## config.mk

```make
export PLATFORM = sky130hd
export DESIGN_NAME = score_keeper
export DESIGN_NICKNAME = d
export VERILOG_FILES = /design/src/rtl/score_keeper.sv
export SDC_FILE = /design/constraint.sdc
export NUM_CORES = 1
export LEC_CHECK = 0
export CAP_MARGIN = 20
export CELL_PAD_IN_SITES_DETAIL_PLACEMENT = 1
export CELL_PAD_IN_SITES_GLOBAL_PLACEMENT = 1
export CORE_UTILIZATION = 39
export DETAILED_ROUTE_END_ITERATION = 12
export PLACE_DENSITY = 0.89
export SYNTH_ARGS = -nofsm -noshare
export SYNTH_HDL_FRONTEND = slang
export SYNTH_SLANG_ARGS = --single-unit
```

## constraint.sdc

```tcl
create_clock -name clk -period 4.8 [get_ports clk]
set_input_delay 0.48 -clock clk [delete_from_list [all_inputs] [get_ports clk]]
set_output_delay 0.48 -clock clk [all_outputs]
set_load 0.02 [all_outputs]
```

## src/rtl/score_keeper.sv

```systemverilog
// Registers the live BCD score, captures the final score on game-over and tracks the best score.
// Optional record blinking is enabled by defining SCORE_BLINK_EN.
module score_keeper #(
    parameter int unsigned DIGITS    = 2,
    parameter logic [1:0]  ST_IDLE   = 2'd0,
    parameter logic [1:0]  ST_PLAY   = 2'd1,
    parameter logic [1:0]  ST_HOLD   = 2'd2,
    parameter logic [1:0]  ST_OVER   = 2'd3,
    parameter int unsigned BLINK_DIV = 25000000
) (
    input  logic              clk,
    input  logic              rst_n,
    input  logic [1:0]        state,
    input  logic [4*DIGITS-1:0] score_in,
    input  logic              clr_best,
    output logic [4*DIGITS-1:0] score_out,
    output logic [4*DIGITS-1:0] final_out,
    output logic [4*DIGITS-1:0] best_out,
    output logic              new_best,
    output logic              best_flag,
    output logic              bcd_err,
    output logic              blink_on
);

    localparam int unsigned W = 4 * DIGITS;

    if (DIGITS < 1 || DIGITS > 6 || BLINK_DIV < 1 ||
        ST_IDLE == ST_PLAY || ST_IDLE == ST_HOLD || ST_IDLE == ST_OVER ||
        ST_PLAY == ST_HOLD || ST_PLAY == ST_OVER || ST_HOLD == ST_OVER) begin : g_bad_param
        $error("score_keeper: illegal parameter combination");
    end

    logic [W-1:0] san;
    logic         digit_bad;
    logic [1:0]   prev_state_q;
    logic [W-1:0] score_q, final_q, best_q;
    logic         new_best_q, best_flag_q, bcd_err_q;
    logic         over_entry, record;

    // Out-of-range digits saturate to 9 so the display never shows garbage.
    always_comb begin
        san       = '0;
        digit_bad = 1'b0;
        for (int i = 0; i < int'(DIGITS); i++) begin
            if (score_in[4*i +: 4] > 4'd9) begin
                san[4*i +: 4] = 4'd9;
                digit_bad     = 1'b1;
            end else begin
                san[4*i +: 4] = score_in[4*i +: 4];
            end
        end
    end

    assign over_entry = (state == ST_OVER) && (prev_state_q != ST_OVER);
    assign record     = over_entry && !clr_best && (san > best_q);

    always_ff @(posedge clk or negedge rst_n) begin
        if (!rst_n) begin
            prev_state_q <= ST_IDLE;
            score_q      <= '0;
            final_q      <= '0;
            best_q       <= '0;
            new_best_q   <= 1'b0;
            best_flag_q  <= 1'b0;
            bcd_err_q    <= 1'b0;
        end else begin
            prev_state_q <= state;
            score_q      <= (state == ST_HOLD) ? '0 : san;
            new_best_q   <= record;
            if (over_entry) begin
                final_q <= san;
            end
            if (clr_best) begin
                best_q      <= '0;
                bcd_err_q   <= 1'b0;
                best_flag_q <= 1'b0;
            end else begin
                if (digit_bad && state != ST_HOLD) begin
                    bcd_err_q <= 1'b1;
                end
                if (record) begin
                    best_q      <= san;
                    best_flag_q <= 1'b1;
                end else if (state != ST_OVER) begin
                    best_flag_q <= 1'b0;
                end
            end
        end
    end

    assign score_out = score_q;
    assign final_out = final_q;
    assign best_out  = best_q;
    assign new_best  = new_best_q;
    assign best_flag = best_flag_q;
    assign bcd_err   = bcd_err_q;

`ifdef SCORE_BLINK_EN
    localparam int unsigned CW = (BLINK_DIV > 1) ? $clog2(BLINK_DIV) : 1;

    logic [CW-1:0] blink_cnt_q;
    logic          blink_q;

    always_ff @(posedge clk or negedge rst_n) begin
        if (!rst_n) begin
            blink_cnt_q <= '0;
            blink_q     <= 1'b1;
        end else if (!best_flag_q) begin
            blink_cnt_q <= '0;
            blink_q     <= 1'b1;
        end else if (blink_cnt_q == CW'(BLINK_DIV - 1)) begin
            blink_cnt_q <= '0;
            blink_q     <= ~blink_q;
        end else begin
            blink_cnt_q <= blink_cnt_q + 1'b1;
        end
    end

    // Display stays lit as soon as the record flag drops.
    assign blink_on = blink_q | ~best_flag_q;
`else
    assign blink_on = 1'b1;
`endif

endmodule

```

* Word-level counts from Yosys, hierarchy flattened
Cells that the tools add are included.
Storage, ports and cells: bits in registers 29, bits of input ports 13, output and inout bits 28, word-level logic and storage cells 35
Cells by class: $lt $le $gt $ge 3, equality and inequality tests 5, multiplexer cells 12, reduce and logical (&&, ||, !) cells 8
Operators by type and width (number):
- 2-to-1 mux 8 bit | 3
- > comparator 4 bit (second input constant) | 2
- > comparator 8 bit | 1
- 2-to-1 mux 4 bit | 2
- 2-to-1 mux 1 bit | 7
- != test 2 bit (second input constant) | 3
- == test 2 bit (second input constant) | 2
- logical AND 1 bit | 4
- nonzero test 2 bit | 2
- nonzero test 3 bit | 1
- logical NOT 1 bit | 1

* Longest topological paths before layout
word-level depth 6, gate-level depth with buffers 9, depth with buffers taken out 8

* Worst setup path before layout
Ideal clock, no wire load.
kind input to register, start input port score_in[2], end register best_q[7] (netlist: best_out[7]), library setup time 0.104 ns, data arrival time 2.159 ns, data required time 4.696 ns, path slack 2.537 ns, stages 8, path buffers 1, path through o21ai_0 > nor2b_1 > ha_1 > and4_1 > a2111oi_4 > buf_6 > o21ai_1 > o41ai_2
On the way: word-level cells in the longest chain between the ends 5
Ends and longest elaborated chain:
- from (decl) | line 14 | input logic [4*DIGITS-1:0] score_in,
- > comparator 4 bit | line 45 | if (score_in[4*i +: 4] > 4'd9) begin
- 2-to-1 mux 4 bit * | line 45
- > comparator 8 bit * | line 55 | assign record = over_entry && !clr_best && (san > best_q);
- logical AND 1 bit * | line 55
- nonzero test 2 bit (no source line) *
- to (signal assigned) | line 82 | best_q <= san;
- to (decl) | line 36 | logic [W-1:0] score_q, final_q, best_q;
Every way passes the cells marked *; elsewhere a longest branch is shown, timed or not. A chain may end at the register's enable or synchronous reset.

* Worst setup path after layout
start input port score_in[3], end register best_q[4] (netlist: best_out[4])
Same word-level chain as after synthesis.

==> reports/results.ini <==
[global_routing]
grt_use_total = 0.204
antenna_found_initial = 0
grt_max_degree = 30
grt-ovfl-total = 0
first_global_vias = 1209
grt_first_pass_wirelength_um = 6050

[pwr]
swShare = 0.279
intPower_mw = 0.458
combPwrFrac = 0.225
p_sw_mw = 0.177
p_leak_nw = 0.845
peakVddDrop_mv = 0.134
clkPwrFrac = 0.344
power_frac_seq = 0.431
p_per_area_nw_per_um2 = 326
power_mw = 0.635

[worst_setup_path]
end_kind = flip-flop
critPathRequiredTime_ns = 4.93
path_class = input port to flip-flop
crit_path_start_kind = input port
worstPathMaxFanout = 17
critPathArrivalTime_ns = 3.43

[placement]
dp.cells = 210
numPortBuffers = 39
hpwl_um = 2550
gp_congestion = 0.828

[timing]
fin_crit_sh = 0.688
rsz0062_at_grt = false
report.final.setup_viol = 0
layout_min_cycle_time_ns = 3.30
finalClockSkew_ns = 0.00340
fmax_ghz = 0.303
final_hold_viol_count = 0
slew_viol_final = 0
worst_pin_slew_ns = 1.07
relSlewSlack = 0.289
holdWs_ns = 0.481
tns_ns = 0

[floorplanning]
initial_core_util = 0.419
dieHeight_um = 62.8
core-area_um2 = 3440
die_width_um = 62.8
rows = 21
num_io_pins = 41
die_area_um2 = 3950

[clock_network]
hold_buffers = 0
cts_setup_buffers = 0
clock_sinks = 29
ctsLongestPathBuffers = 2
cts_tree = done
htreeDepth = 2
clk_pin_slew_ns = 0.06
clk_latency_ns = 0.28
postCtsResizedCells = 0
clockRootBuffer = clkbuf_8
cts_buffers = 5

[cells_and_area]
fin_cells = 218
n_antenna_cell = 0
nNetsFinal = 192
syn_to_final_growth_pct = 34.9
drive_above_1_share = 0.134

[synthesis]
synthCells = 133
synth_nets = 154
ys_ff_latch = 29
ys_seq_area_frac = 0.503
ys.flop_type = dfrtp_1
yosys-top-cells-area = dfrtp_1 50%, ha_1 6.9%, o21ai_0 3.5%
synth_top_area_frac = 0.503
async_flop_share = 1.00
synth_cell_type_count = 32
synth_most_common_cell = dfrtp_1
yosys-top-cells-count = 29 x dfrtp_1, 13 x nor2_1, 12 x inv_1
syn_avg_cell_area_um2 = 10.9
yosysWarnings = 0
syn_area_um2 = 1440
synth_top_area_cell = dfrtp_1
synth_enable_flop_cells = 0

[drt]
detail-route-antenna-nets = 0
routed_wl_um = 3510
wl_per_cell_um = 16.1
dr.pass1.iters = 4
vias = 1100
drc = 0
drt_iter0_drc = 30
vias_per_cell = 5.05

[min_path]
min_path_type = flip-flop to flip-flop

[flow_run]
maxCapViolations = 0

[run_status]
outcome = finished, final reports clean

final timing paths:
check / cells past startpoint / from / endpoint / slack (ns)
worst min-delay path: 2 / final_out[1] / final_out[1] / 0.48
min in group asynchronous: 2 / rst_n / final_out[3] / 0.59
worst max register to register: 7 / best_out[1] / best_out[4] / 2.29
max in group asynchronous: 2 / rst_n / best_flag / 3.94
worst min register to register: 2 / final_out[1] / final_out[1] / 0.48
worst max-delay path: 8 / score_in[3] / best_out[4] / 1.50
cells in the final DEF (no fill, tap or decap), types with 2 or more instances in the layout:
cell / netlist / final
clkdlybuf4s50_1: 0 / 39
dfrtp_1: 29 / 29
nor2_1: 13 / 13
inv_1: 12 / 12
o21ai_0: 10 / 10
nand2_1: 8 / 8
ha_1: 8 / 8
nor2b_1: 7 / 7
clkbuf_8: 0 / 7
nand2b_1: 4 / 4
o21ai_1: 4 / 4
o41ai_2: 3 / 3
o41ai_1: 3 / 3
a21oi_1: 2 / 2
nor3_1: 2 / 2
nor3b_1: 2 / 2
mux2_2: 2 / 2
o21ai_2: 2 / 2
sequential cells by signal, indices dropped and copies added (netlist names):
name and cells:
best_out 8, best_flag 1, final_out 8, bcd_err 1
score_out 8, prev_state_q 2, new_best 1
logic make-up after synthesis:
| group | count (synthesis) | synth area share |
|---|---|---|
| AOI/OAI and AO/OA | 30 | 0.184 |
| adders and majority gates | 8 | 0.0693 |
| buffers and inverters | 21 | 0.0676 |
| DFF | 29 | 0.503 |
| muxes | 2 | 0.0156 |
| other | 1 | 0.00260 |
| and+or+nand+nor | 42 | 0.159 |
per-layer routing:
metal / vias up / part of all wire / global-route usage
li1: 525 / - / -
met1: 538 / 0.46 / 0.248
met2: 32 / 0.49 / 0.352
met3: 5 / 0.031 / 0.0420
met4: 0 / 0.017 / 0.0785
met5: - / 0 / 0
final cells by class:
| cell class | instances | area [um2] |
|---|---|---|
| Sequential cell | 29 | 726 |
| Clock inverter | 1 | 5.00 |
| Inverter | 12 | 45.0 |
| Fill cell | 377 | 1490 |
| Multi-Input combinational cell | 83 | 621 |
| Timing Repair Buffer | 40 | 398 |
| Tap cell | 46 | 57.6 |
| Clock buffer | 7 | 96.3 |
power groups by stage:
stage | registers, mW | clock network (mW) | logic, mW
after CTS | 0.274 | 0.225 | 0.144
after global placement | 0.276 | 0 | 0.137
after global routing | 0.276 | 0.232 | 0.155
final | 0.273 | 0.219 | 0.143
after detailed placement | 0.278 | 0 | 0.143
after floorplan | 0.301 | 0 | 0.0534
critical path: stages:
cell and delay (ns):
clkdlybuf4s50_1 0.54, o21ai_0 0.19, nor2b_1 0.32, ha_1 0.29, and4_1 0.27, a2111oi_4 0.92
o21ai_0 0.22, nor3b_1 0.20
metrics by stage:
stage	cell area [um2]	util	worst slack, ns
finish	1950	0.566	1.50
detailed placement	1850	0.537	1.27
floorplan	1440	-	2.54
global placement	1850	0.537	1.50
global route	1950	0.566	1.24
CTS	1950	0.566	1.54
(Power assumes the default switching activity.)
